**src/rtl/io_responder.sv**
```systemverilog
// io_responder: memory-mapped IO target for the core's IO port.
//
// It answers IO loads and stores with an LED register, a UART transmitter fed
// by a TX FIFO, and a status/control register. Read data is combinational so
// the core can sample it in the same cycle it presents the address.
//
// Optional build macro: IO_UART_RX_EN adds an 8N1 receiver on uart_rx
// (register idx4 RXDATA and STATUS bits[6:4]). Without it, idx4 and
// STATUS[6:4] read 0 and uart_rx is ignored.
//
// Register map (index = IO_mem_addr[4:2]; other address bits ignored):
//   0 LEDS      R/W  leds <= wdata[LED_W-1:0]
//   1 UART_DATA W    push wdata[7:0] into the TX FIFO; reads 0
//   2 STATUS    R    [0] tx_busy [1] full [2] empty [3] overflow
//                    [4] rx_valid [5] rx_overrun [6] frame_err [15:8] count
//               W    wdata[3] clears overflow, [5] rx_overrun, [6] frame_err
//   3 DIVISOR   R    constant DIV
//   4 RXDATA    R    {valid, byte}; any write clears valid (RX build only)
//
// Ports:
//   clk           clock
//   resetn        synchronous, active-low reset
//   IO_mem_addr   byte address from the core
//   IO_mem_wdata  store data, full word, unshifted
//   IO_mem_wr     one-cycle write strobe, already qualified with IO space
//   IO_mem_rdata  combinational read data
//   leds          LED register
//   uart_tx       registered serial out, 8N1, idle high
//   uart_rx       serial in (RX build only)

`default_nettype none

module io_responder #(
  parameter int CLK_FREQ_HZ = 50000000,
  parameter int BAUD        = 115200,
  parameter int FIFO_DEPTH  = 16,
  parameter int LED_W       = 5
) (
  input  logic             clk,
  input  logic             resetn,
  input  logic [31:0]      IO_mem_addr,
  input  logic [31:0]      IO_mem_wdata,
  input  logic             IO_mem_wr,
  output logic [31:0]      IO_mem_rdata,
  output logic [LED_W-1:0] leds,
  output logic             uart_tx,
  input  logic             uart_rx
);

  localparam int DIV = CLK_FREQ_HZ / BAUD;
  localparam int TW  = $clog2(DIV);
  localparam int AW  = $clog2(FIFO_DEPTH);
  localparam int CW  = AW + 1;
  localparam logic [TW-1:0] BIT_RELOAD = TW'(DIV - 1);

  typedef enum logic [1:0] {TX_IDLE, TX_START, TX_DATA, TX_STOP} tx_state_t;

  // Address decode
  logic [2:0] idx;
  logic       led_we, push, stat_we;

  assign idx     = IO_mem_addr[4:2];
  assign led_we  = IO_mem_wr && (idx == 3'd0);
  assign push    = IO_mem_wr && (idx == 3'd1);
  assign stat_we = IO_mem_wr && (idx == 3'd2);

  // Bits of the bus that no register looks at.
  logic unused_bus;
  assign unused_bus = ^{IO_mem_addr[31:5], IO_mem_addr[1:0], IO_mem_wdata, uart_rx};

  // LED register
  always_ff @(posedge clk) begin
    if (!resetn)     leds <= '0;
    else if (led_we) leds <= IO_mem_wdata[LED_W-1:0];
  end

  // TX FIFO
  logic [7:0]    fifo_mem [FIFO_DEPTH];
  logic [AW-1:0] wr_ptr, rd_ptr;
  logic [CW-1:0] count;
  logic          full, empty, push_ok, pop, overflow;

  // Full is taken from the pre-edge count, so a push while full is dropped
  // even when the transmitter pops on the same edge.
  assign full    = (count == CW'(FIFO_DEPTH));
  assign empty   = (count == '0);
  assign push_ok = push && !full;

  always_ff @(posedge clk) begin
    if (!resetn) begin
      wr_ptr   <= '0;
      rd_ptr   <= '0;
      count    <= '0;
      overflow <= 1'b0;
    end else begin
      if (push_ok) wr_ptr <= wr_ptr + AW'(1);
      if (pop)     rd_ptr <= rd_ptr + AW'(1);
      count <= count + CW'(push_ok) - CW'(pop);
      if (push && full)                 overflow <= 1'b1;
      else if (stat_we && IO_mem_wdata[3]) overflow <= 1'b0;
    end
  end

  always_ff @(posedge clk) begin
    if (push_ok) fifo_mem[wr_ptr] <= IO_mem_wdata[7:0];
  end

  // TX FSM
  tx_state_t tx_state, tx_state_nxt;
  logic [TW-1:0] tx_tmr, tx_tmr_nxt;
  logic [2:0]    tx_bit, tx_bit_nxt;
  logic [7:0]    tx_sh, tx_sh_nxt;
  logic          tx_q, tx_nxt;

  assign uart_tx = tx_q;

  always_ff @(posedge clk) begin
    if (!resetn) begin
      tx_state <= TX_IDLE;
      tx_tmr   <= '0;
      tx_bit   <= '0;
      tx_q     <= 1'b1;
    end else begin
      tx_state <= tx_state_nxt;
      tx_tmr   <= tx_tmr_nxt;
      tx_bit   <= tx_bit_nxt;
      tx_q     <= tx_nxt;
    end
  end

  always_ff @(posedge clk) begin
    tx_sh <= tx_sh_nxt;
  end

  // The shift register is shifted as each bit is launched, so tx_sh[0] is
  // always the next bit to put on the line.
  always_comb begin
    tx_state_nxt = tx_state;
    tx_tmr_nxt   = tx_tmr;
    tx_bit_nxt   = tx_bit;
    tx_sh_nxt    = tx_sh;
    tx_nxt       = tx_q;
    pop          = 1'b0;
    case (tx_state)
      TX_IDLE: begin
        if (!empty) begin
          pop          = 1'b1;
          tx_sh_nxt    = fifo_mem[rd_ptr];
          tx_nxt       = 1'b0;
          tx_tmr_nxt   = BIT_RELOAD;
          tx_state_nxt = TX_START;
        end
      end
      TX_START: begin
        if (tx_tmr == '0) begin
          tx_nxt       = tx_sh[0];
          tx_sh_nxt    = {1'b0, tx_sh[7:1]};
          tx_bit_nxt   = 3'd0;
          tx_tmr_nxt   = BIT_RELOAD;
          tx_state_nxt = TX_DATA;
        end else begin
          tx_tmr_nxt = tx_tmr - TW'(1);
        end
      end
      TX_DATA: begin
        if (tx_tmr == '0) begin
          tx_tmr_nxt = BIT_RELOAD;
          if (tx_bit == 3'd7) begin
            tx_nxt       = 1'b1;
            tx_state_nxt = TX_STOP;
          end else begin
            tx_nxt     = tx_sh[0];
            tx_sh_nxt  = {1'b0, tx_sh[7:1]};
            tx_bit_nxt = tx_bit + 3'd1;
          end
        end else begin
          tx_tmr_nxt = tx_tmr - TW'(1);
        end
      end
      TX_STOP: begin
        if (tx_tmr == '0) tx_state_nxt = TX_IDLE;
        else              tx_tmr_nxt   = tx_tmr - TW'(1);
      end
      default: tx_state_nxt = TX_IDLE;
    endcase
  end

  logic [2:0]  rx_status;
  logic [31:0] rx_word;

`ifdef IO_UART_RX_EN
  typedef enum logic [1:0] {RX_IDLE, RX_START, RX_DATA, RX_STOP} rx_state_t;

  logic rx_meta, rx_sync, rx_prev;
  rx_state_t rx_state, rx_state_nxt;
  logic [TW-1:0] rx_tmr, rx_tmr_nxt;
  logic [2:0]    rx_bit, rx_bit_nxt;
  logic [7:0]    rx_sh, rx_sh_nxt, rx_byte;
  logic          rx_done, rx_ferr;
  logic          rx_valid, rx_overrun, frame_err;
  logic          rxdata_we;

  assign rxdata_we = IO_mem_wr && (idx == 3'd4);

  // Two-flop synchroniser plus one delayed copy for falling-edge detect.
  always_ff @(posedge clk) begin
    if (!resetn) begin
      rx_meta <= 1'b1;
      rx_sync <= 1'b1;
      rx_prev <= 1'b1;
    end else begin
      rx_meta <= uart_rx;
      rx_sync <= rx_meta;
      rx_prev <= rx_sync;
    end
  end

  always_ff @(posedge clk) begin
    if (!resetn) begin
      rx_state <= RX_IDLE;
      rx_tmr   <= '0;
      rx_bit   <= '0;
    end else begin
      rx_state <= rx_state_nxt;
      rx_tmr   <= rx_tmr_nxt;
      rx_bit   <= rx_bit_nxt;
    end
  end

  always_ff @(posedge clk) begin
    rx_sh <= rx_sh_nxt;
    if (rx_done) rx_byte <= rx_sh;
  end

  // Start is checked half a bit after the falling edge; every later sample
  // lands one full bit period after the previous one, i.e. mid-bit.
  always_comb begin
    rx_state_nxt = rx_state;
    rx_tmr_nxt   = rx_tmr;
    rx_bit_nxt   = rx_bit;
    rx_sh_nxt    = rx_sh;
    rx_done      = 1'b0;
    rx_ferr      = 1'b0;
    case (rx_state)
      RX_IDLE: begin
        if (rx_prev && !rx_sync) begin
          rx_tmr_nxt   = TW'(DIV / 2 - 1);
          rx_state_nxt = RX_START;
        end
      end
      RX_START: begin
        if (rx_tmr == '0) begin
          if (!rx_sync) begin
            rx_tmr_nxt   = BIT_RELOAD;
            rx_bit_nxt   = 3'd0;
            rx_state_nxt = RX_DATA;
          end else begin
            rx_state_nxt = RX_IDLE;
          end
        end else begin
          rx_tmr_nxt = rx_tmr - TW'(1);
        end
      end
      RX_DATA: begin
        if (rx_tmr == '0) begin
          rx_sh_nxt  = {rx_sync, rx_sh[7:1]};
          rx_tmr_nxt = BIT_RELOAD;
          if (rx_bit == 3'd7) rx_state_nxt = RX_STOP;
          else                rx_bit_nxt   = rx_bit + 3'd1;
        end else begin
          rx_tmr_nxt = rx_tmr - TW'(1);
        end
      end
      RX_STOP: begin
        if (rx_tmr == '0) begin
          if (rx_sync) rx_done = 1'b1;
          else         rx_ferr = 1'b1;
          rx_state_nxt = RX_IDLE;
        end else begin
          rx_tmr_nxt = rx_tmr - TW'(1);
        end
      end
      default: rx_state_nxt = RX_IDLE;
    endcase
  end

  // A completed byte wins over a same-cycle clear.
  always_ff @(posedge clk) begin
    if (!resetn) begin
      rx_valid   <= 1'b0;
      rx_overrun <= 1'b0;
      frame_err  <= 1'b0;
    end else begin
      if (rx_done)        rx_valid <= 1'b1;
      else if (rxdata_we) rx_valid <= 1'b0;
      if (rx_done && rx_valid)             rx_overrun <= 1'b1;
      else if (stat_we && IO_mem_wdata[5]) rx_overrun <= 1'b0;
      if (rx_ferr)                         frame_err <= 1'b1;
      else if (stat_we && IO_mem_wdata[6]) frame_err <= 1'b0;
    end
  end

  assign rx_status = {frame_err, rx_overrun, rx_valid};
  assign rx_word   = {23'b0, rx_valid, rx_byte};
`else
  assign rx_status = 3'b000;
  assign rx_word   = 32'b0;
`endif

  // Combinational read mux; reads have no side effects.
  logic busy;
  assign busy = (tx_state != TX_IDLE);

  always_comb begin
    IO_mem_rdata = '0;
    case (idx)
      3'd0:    IO_mem_rdata = 32'(leds);
      3'd2:    IO_mem_rdata = (32'(count) << 8) |
                              {25'b0, rx_status, overflow, empty, full, busy};
      3'd3:    IO_mem_rdata = 32'(DIV);
      3'd4:    IO_mem_rdata = rx_word;
      default: IO_mem_rdata = '0;
    endcase
  end

endmodule

`default_nettype wire

```
**config.mk**
```make
export PLATFORM = sky130hd
export DESIGN_NAME = io_responder
export DESIGN_NICKNAME = d
export VERILOG_FILES = /design/src/rtl/io_responder.sv
export SDC_FILE = /design/constraint.sdc
export NUM_CORES = 1
export LEC_CHECK = 0
export ABC_AREA = 1
export BUFFER_PORTS_ARGS = -buffer_cell sky130_fd_sc_hd__buf_2
export CAP_MARGIN = 20
export CORE_UTILIZATION = 25
export CTS_CLUSTER_DIAMETER = 60
export DETAILED_ROUTE_END_ITERATION = 6
export SYNTH_ARGS = -nofsm -noshare
export SYNTH_HDL_FRONTEND = slang
export SYNTH_SLANG_ARGS = --single-unit
```
**constraint.sdc**
```tcl
create_clock -name clk -period 7.95 [get_ports clk]
set_clock_uncertainty 0.2 [all_clocks]
set_input_delay 1.1925 -clock clk [delete_from_list [all_inputs] [get_ports clk]]
set_output_delay 1.1925 -clock clk [all_outputs]
set_load 0.05 [all_outputs]
```
==> results of run 1 <==
[registers in the layout, indices dropped and copies added, names as in the netlist, named ones only]
name / flops
tx_bit: 3
rd_ptr: 4
tx_sh: 8
overflow: 1
tx_tmr: 9
count: 5
leds: 5
fifo_mem: 128
wr_ptr: 4
uart_tx: 1
tx_state: 2
[logic make-up after synthesis]
group | Yosys count | synth area share
buffers and inverters | 105 | 0.0666
other | 1 | 0.000481
AO/OA/AOI/OAI | 69 | 0.0465
XOR/XNOR | 6 | 0.00674
adder cells (fa/ha/maj) | 18 | 0.0299
AND/OR/NAND/NOR | 420 | 0.228
flip-flops | 174 | 0.622
[cell type report]
| class | count | share of cell area |
|---|---|---|
| Sequential cell | 174 | 0.547 |
| Timing Repair Buffer | 36 | 0.0232 |
| Clock inverter | 14 | 0.0202 |
| Tap cell | 396 | 0.0559 |
| Multi-Input combinational cell | 533 | 0.282 |
| Clock buffer | 18 | 0.0484 |
| Inverter | 55 | 0.0233 |
[power groups by stage]
stage,sequential (mW),clock [mW],combinational (mW)
finish,1.13,0.854,0.992
global route,1.14,0.909,1.14
global placement,1.14,0,0.972
detailed placement,1.15,0,0.985
floorplan,1.15,0,0.778
CTS,1.13,0.872,0.991
[cells in the mapped netlist (all sizes together), types with 2 or more instances]
library cell    n
nor2           70
nand2         231
edfxtp        136
a21oi          35
nand4           6
xor2            5
buf            44
nand3         110
o21ai          28
ha             17
o22ai           2
inv            54
clkbuf          6
nor3            2
dfxtp          38
o211ai          2
[worst register-to-register path: stages, from the launching register on]
cell	delay, ns
dfxtp_1	0.32
inv_1	0.10
ha_1	0.15
nand2_1	0.07
nor2_2	0.19
nand2_1	0.14
nand2_2	0.17
inv_2	0.12
nor2_2	0.14
inv_1	0.07
nand2_1	0.06
ha_1	0.15
inv_1	0.06
fa_1	0.40
o31ai_1	0.33
o21ai_0	0.12
a21oi_1	0.13
[how the worst max path moves through the flow]
stage,end,from,slack [ns],cells after the start
final,IO_mem_rdata[0],IO_mem_addr[4],4.06,6
after global routing,IO_mem_rdata[0],IO_mem_addr[3],3.98,7
after CTS,IO_mem_rdata[0],IO_mem_addr[4],4.05,6
after detailed placement,IO_mem_rdata[0],IO_mem_addr[4],4.05,6
after global placement,IO_mem_rdata[0],IO_mem_addr[4],4.11,6
after floorplan,IO_mem_rdata[4],IO_mem_addr[3],3.65,5
[layer usage]
metal	wire length [um]	track usage	part of all wire	vias up
li1	-	-	-	2682
met1	7570	0.142	0.44	2551
met2	8790	0.197	0.51	139
met3	664	0.0198	0.039	15
met4	220	0.0424	0.013	0
met5	0	0	0	-
[through the flow]
step | hold WS, ns | total power, mW
6_report | 0.266 | 2.97
5_1_grt | 0.288 | 3.19
4_1_cts | 0.270 | 2.99
3_5_place_dp | 0.252 | 2.13
3_3_place_gp | 0.253 | 2.12
2_1_floorplan | 0.238 | 1.92
==> results.toml, run 1 <==
[status]
outcome = "finished, final reports clean"

[global_route]
antenna_found_initial = 0
grt_pass1_vias = 5075
track_usage = 0.114
grt_max_degree = 68
grt_overflow = 0
grt_pass1_wl_um = 27500

[pwr]
p_leak_nw = 3.42
p_sw_mw = 1.10
p_int_mw = 1.88
pwr-share-seq = 0.379
pwr-share-clk = 0.287
power_switching_share = 0.368
p_per_area_mw_per_mm2 = 335
vdd_ir_drop_max_mv = 0.141
comb_power_share = 0.334

[clock_network]
cts_sinks = 174
clkSlewWorstSetupHoldPaths_ns = 0.06
htree_levels = 4
clockRootBuffer = "clkbuf_16"
cts_resized = 0
cts_buffer_depth = 2
numCtsBuffers = 17
cts_hold_buf = 0
worstSkewPairLatency_ns = 0.42
tritoncts = "yes"
cts_setup_buffers = 0

[job]
cap_violations = 0

[critical_path]
cpMostUsedCell = "buf_2"
end_kind = "primary output"
crit_arrival_ns = 2.49
path_cells = "buf_2 -> or2_2 -> nor2_1 -> inv_1 -> o22ai_1 -> buf_2"
rrSetupSlack_ns = 4.97
startpoint_type = "primary input"
path_class = "in -> out"
slowest_stage = "or2_2"
worst-r2r-cell-count = 16
critPathRequiredTime_ns = 6.56
cp_max_fo = 7
regToRegEndpoint = "count[4]"
r2r_start = "count[3]"
cp.buffers_inverters = 3
cpLargestDelayFamily = "buffers and inverters"
max_stage_delay_ns = 0.31

[final_layout]
nNetsFinal = 903
regArea_mm2 = 0.00485
antenna_cells = 0
final_cell_count_no_fill = 1226
multiInputGateArea_mm2 = 0.00250
syn2layout_area_growth_pct = 13.7
post-route-util = 0.289
layout_common_cells = "nand2_1 (225), edfxtp_1 (136), nand3_1 (108), nor2_1 (66), inv_1 (52)"
design_area_mm2 = 0.00886
final_common_cell = "nand2_1"
num-fill-cells = 3124
drive_gt1_frac = 0.101

[sta]
finalCriticalPeriod_ns = 3.89
tns_ns = 0
report.final.slew_viol_count = 0
hold_violations = 0
setup_violations = 0
fmax_mhz = 257
finalWorstSetupSlack_ns = 4.06
slew_headroom = 0.335
rsz0062_at_grt = "no"
tightest_slew_ns = 0.994
period_share = 0.489

[routing]
post_drt_wl_per_cell_um = 14.1
drc = 0
viasPerCell = 4.39
routed_wl_um = 17200
drt_pass1_iterations = 5
drtIter0Drc = 282
ant_nets = 0
vias = 5387

[floorplanning]
die_area_mm2 = 0.0319
fp-row-count = 64
initial_core_util = 0.254
core_area_mm2 = 0.0307
die_w_um = 179
pin_count = 106
die_h_um = 179

[yosys]
syn_avg_cell_area_um2 = 9.83
synth_edf_count = 136
synth_warnings = 0
synth_top_cell_area_share = 0.524
ys.flop_type = "edfxtp_1"
syn_area_mm2 = 0.00779
ys_seq_area_frac = 0.622
synth_area_leaders = "edfxtp_1 (52%), nand2_1 (11%), dfxtp_1 (9.8%)"
yosysTopAreaCell = "edfxtp_1"
async_flop_share = 0
synth_seq_cells = 174
syn_inst = 793
synth.distinct_cells = 34

[placement]
gp_congestion = 0.771
hpwl_um = 10700
portBuffers = 31
place_area_mm2 = 0.00824
pre_cts_ws_ns = 4.05
place_inst = 1193

[min_path]
min_path_cells = 2
hold_start = "overflow"
min_to = "overflow"
hold_class = "reg -> reg"
(Power assumes the default switching activity.)
==> run 2, diff against run 1 <==
==> constraint.sdc (replaced) <==
create_clock -name clk -period 3.75 [get_ports clk]
set_clock_uncertainty 0.2 [all_clocks]
set_input_delay 0.5625 -clock clk [delete_from_list [all_inputs] [get_ports clk]]
set_output_delay 0.5625 -clock clk [all_outputs]
set_load 0.05 [all_outputs]
==> results.toml, run 2 (synthesized netlist as in run 1, its figures left out) <==
[status]
outcome = "finished, final reports clean"

[sta]
hold_violations = 0
fmax_mhz = 340
rsz0062_at_grt = "no"
finalCriticalPeriod_ns = 2.94
timing.hold.ws_ns = 0.263
setup_violations = 0
report.final.slew_viol_count = 0
period_share = 0.785
tightest_slew_ns = 0.946
slew_headroom = 0.367
tns_ns = 0

[critical_path]
crit_arrival_ns = 3.11
max_stage_delay_ns = 0.41
cp_max_fo = 8
end_kind = "flip-flop"
slowest_stage = "fa_1"
path_class = "reg -> reg"
cp.buffers_inverters = 4
critPathRequiredTime_ns = 3.92
startpoint_type = "flip-flop"
r2r_start = "count[3]"
startpoint = "count[3]"
cpLargestDelayFamily = "simple AND/OR/NAND/NOR gates"
path_cells = "inv_1 -> ha_1 -> nand2_1 -> nor2_2 -> nand2_1 -> nand2_2 -> inv_2 -> nor2_2 -> inv_1 -> nand2_1 -> ha_1 -> inv_1 -> fa_1 -> o31ai_1 -> o21ai_0 -> a21oi_1"

[placement]
portBuffers = 31
hpwl_um = 11100
gp_congestion = 0.777

[clock_network]
cts_hold_buf = 0
cts_sinks = 174
clkSlewWorstSetupHoldPaths_ns = 0.07
worstSkewPairLatency_ns = 0.44
cts_resized = 0
cts_buffer_depth = 2
htree_levels = 4
tritoncts = "yes"
numCtsBuffers = 17
cts_setup_buffers = 0
clockRootBuffer = "clkbuf_16"

[routing]
post_drt_wl_per_cell_um = 14.1
routed_wl_um = 17300
ant_nets = 0
viasPerCell = 4.38
drt_pass1_iterations = 6
drc = 0
drtIter0Drc = 372
vias = 5375

[final_layout]
largest_reg_flops = 128
num-fill-cells = 3184
drive_gt1_frac = 0.103
antenna_cells = 0
nNetsFinal = 906
reg_top3 = "fifo_mem (128), tx_tmr (9), tx_sh (8)"
regMostFlops = "fifo_mem"
syn2layout_area_growth_pct = 13.3
layout_common_cells = "nand2_1 (225), edfxtp_1 (136), nand3_1 (108), nor2_1 (66), inv_1 (52)"
final_common_cell = "nand2_1"

[floorplanning]
die_h_um = 179
initial_core_util = 0.254
die_w_um = 179
core_area_mm2 = 0.0307
pin_count = 106
die_area_mm2 = 0.0319
fp-row-count = 64

[pwr]
p_per_area_mw_per_mm2 = 698
vdd_ir_drop_max_mv = 0.327
p_leak_nw = 3.42

[global_route]
grt_pass1_wl_um = 27800
grt_pass1_vias = 5240
grt_max_degree = 67
grt_overflow = 0
track_usage = 0.115
antenna_found_initial = 0

[min_path]
hold_start = "IO_mem_addr[4]"
hold_class = "in -> reg"

[job]
cap_violations = 0
==> run 2: cell count changes in the layout (fill, tap and decap cells not counted), moves of 2 or more <==
cell and delta:
inv_8 +6, clkinvlp_4 -2, clkinv_2 -2, buf_4 +4, inv_6 -3, clkinv_4 +2
bufinv_16 -3
==> run 2: worst min-delay path: stages <==
cell     delay, ns
buf_2         0.10
nor2_1        0.07
nand3_1       0.06
a21oi_1       0.06
==> run 2: final timing paths <==
path	slack (ns)	endpoint	depth (start not counted)
min	0.26	overflow	4
max	0.81	count[4]	16
max reg2reg	0.81	count[4]	16
min reg2reg	0.27	uart_tx	2
==> run 2: metal layers <==
metal / up-vias / GRT usage / routed length [um]
met3: 22 / 0.0245 / 866
li1: 2687 / - / -
met1: 2523 / 0.139 / 7450
met5: - / 0 / 0
met2: 143 / 0.198 / 8700
met4: 0 / 0.0424 / 306
==> run 2: through the flow <==
stage          setup slack (ns)  cell area [um^2]   util  std cells  power, mW
3_3_place_gp              0.869              8270  0.270       1197       4.49
2_1_floorplan             0.712              7870      -        812       4.08
4_1_cts                   0.817              8830  0.288       1228       6.22
5_1_grt                   0.500              8830  0.288       1228       6.60
3_5_place_dp              0.862              8270  0.270       1197       4.51
6_report                  0.806              8830  0.288       1228       6.16
==> run 2: final cells by class <==
class                   instances  area (um^2)  area share
flip-flops and latches        174         4850       0.549
multi-input cells             533         2500       0.283
well taps                     396          495      0.0561
clock buffers                  17          425      0.0482
repair buffers                 39          215      0.0244
inverters                      55          206      0.0234
clock inverters                14          143      0.0161
==> run 2: where the power goes <==
group	switching [mW]	internal, mW
Clock	0.820	0.885
Combinational	1.44	0.621
Sequential	0.108	2.28
==> run 3, diff against run 2 <==
==> constraint.sdc (replaced) <==
create_clock -name clk -period 2.6 [get_ports clk]
set_clock_uncertainty 0.2 [all_clocks]
set_input_delay 0.39 -clock clk [delete_from_list [all_inputs] [get_ports clk]]
set_output_delay 0.39 -clock clk [all_outputs]
set_load 0.05 [all_outputs]
==> results.toml, run 3 (synthesized netlist as in run 1, its figures left out) <==
[pwr]
pwr-share-clk = 0.278
p_leak_nw = 3.62
p_sw_mw = 3.53
pwr-share-seq = 0.366
power_switching_share = 0.373
vdd_ir_drop_max_mv = 0.433
p_int_mw = 5.92
comb_power_share = 0.356
p_per_area_mw_per_mm2 = 1030

[floorplanning]
pin_count = 106
core_area_mm2 = 0.0307
die_area_mm2 = 0.0319
fp-row-count = 64
initial_core_util = 0.254
die_w_um = 179
die_h_um = 179

[clock_network]
clkSlewWorstSetupHoldPaths_ns = 0.07
cts_sinks = 174
cts_hold_buf = 0
clockRootBuffer = "clkbuf_16"
htree_levels = 4
worstSkewPairLatency_ns = 0.42
cts_buffer_depth = 2
numCtsBuffers = 17
tritoncts = "yes"

[critical_path]
crit_arrival_ns = 2.53
critPathRequiredTime_ns = 2.68
end_kind = "flip-flop"
startpoint_type = "flip-flop"
path_class = "reg -> reg"
cp_max_fo = 4

[sta]
tightest_slew_ns = 0.621
slew_headroom = 0.585
report.final.slew_viol_count = 0
hold_violations = 0
rsz0062_at_grt = "no"
period_share = 0.939
finalCriticalPeriod_ns = 2.44
fmax_mhz = 409
setup_violations = 0
tns_ns = 0
finalWorstSetupSlack_ns = 0.158

[global_route]
grt_pass1_vias = 5182
grtUsageMet2 = 0.189
track_usage = 0.113
grt_overflow = 0
grt_pass1_wl_um = 27000
grt_max_degree = 35
antenna_found_initial = 0
grt-busiest-layer = "met2"
grt.met3_usage = 0.0273
use_met1 = 0.138

[routing]
viasPerCell = 4.29
drc = 0
ant_nets = 0
post_drt_wl_per_cell_um = 13.5
routed_wl_um = 17000
drtIter0Drc = 393
drt_pass1_iterations = 4
vias = 5423

[placement]
place_inst = 1229
portBuffers = 31
gp_congestion = 0.790
hpwl_um = 11200
pre_cts_ws_ns = -0.0261

[final_layout]
reg_top3 = "fifo_mem (128), tx_tmr (9), tx_sh (8)"
antenna_cells = 0
drive_gt1_frac = 0.157
largest_reg_flops = 128
final_cell_count_no_fill = 1264
nNetsFinal = 941
layout_common_cells = "nand2_1 (223), edfxtp_1 (136), nand3_1 (108), nor2_1 (65), inv_1 (49)"
syn2layout_area_growth_pct = 18.1
regMostFlops = "fifo_mem"
final_common_cell = "nand2_1"

[job]
cap_violations = 0

[min_path]
hold_class = "in -> reg"

[status]
outcome = "finished, final reports clean"
==> run 3: cell types whose count changed in the layout (fill, tap and decap cells not counted), moves of 3 or more <==
cell | before | now
inv_2 | 2 | 5
inv_6 | 2 | 6
buf_4 | 8 | 43
inv_1 | 52 | 49
inv_8 | 7 | 4
==> run 3: worst paths after layout <==
kind                  startpoint        to  slack (ns)  depth (start not counted)
hold reg to reg          uart_tx   uart_tx        0.26                          2
hold / removal    IO_mem_addr[4]  overflow         0.1                          4
setup reg to reg        count[2]  count[2]        0.16                         16
setup / recovery        count[2]  count[2]        0.16                         16
==> run 3: layer usage <==
metal	wire length [um]	part of all wire	vias up
met4	393	0.023	0
met1	7620	0.45	2530
li1	-	-	2750
met5	0	0	-
met3	668	0.039	17
met2	8340	0.49	126
==> run 3: worst max-delay path, stage by stage, from the launching register on <==
cell and delay (ns):
dfxtp_2 0.33, inv_2 0.07, ha_4 0.13, nand2_2 0.07, nor2_4 0.16, nand2_2 0.08, nand2_2 0.07, inv_2 0.05
nor2_4 0.07, inv_1 0.05, nand2_1 0.06, ha_2 0.18, inv_2 0.04, fa_2 0.38, buf_4 0.16, xor2_2 0.15
nor2_1 0.06
==> run 3: final cells by class <==
type,count,area (um^2)
repair buffers,74,478
multi-input cells,533,2560
flip-flops and latches,174,4850
well taps,396,495
fillers,3112,21500
clock inverters,15,190
clock buffers,17,425
inverters,55,206
==> run 3: what timing repair did <==
action	in CTS	in global routing
buffers inserted	0	3
pin swaps	0	5
resized for setup	2	15
setup endpoints to repair	1	2
hold endpoints to repair	0	0
==> run 3: stage by stage <==
| step | hold slack [ns] | total power [mW] | util | instance area (um^2) |
|---|---|---|---|---|
| 2_1_floorplan | 0.238 | 5.88 | - | 7870 |
| 3_3_place_gp | 0.246 | 6.66 | 0.277 | 8510 |
| 3_5_place_dp | 0.250 | 6.72 | 0.277 | 8510 |
| 4_1_cts | 0.0769 | 9.38 | 0.298 | 9130 |
| 5_1_grt | 0.0993 | 10.1 | 0.300 | 9200 |
| 6_report | 0.0980 | 9.46 | 0.300 | 9200 |
==> run 3: power by group through the flow <==
| stage | logic [mW] | clock network (mW) | registers, mW |
|---|---|---|---|
| 6_report | 3.37 | 2.63 | 3.46 |
| 5_1_grt | 3.79 | 2.80 | 3.49 |
| 3_3_place_gp | 3.17 | 0 | 3.50 |
| 2_1_floorplan | 2.38 | 0 | 3.50 |
| 3_5_place_dp | 3.21 | 0 | 3.51 |
| 4_1_cts | 3.26 | 2.68 | 3.45 |
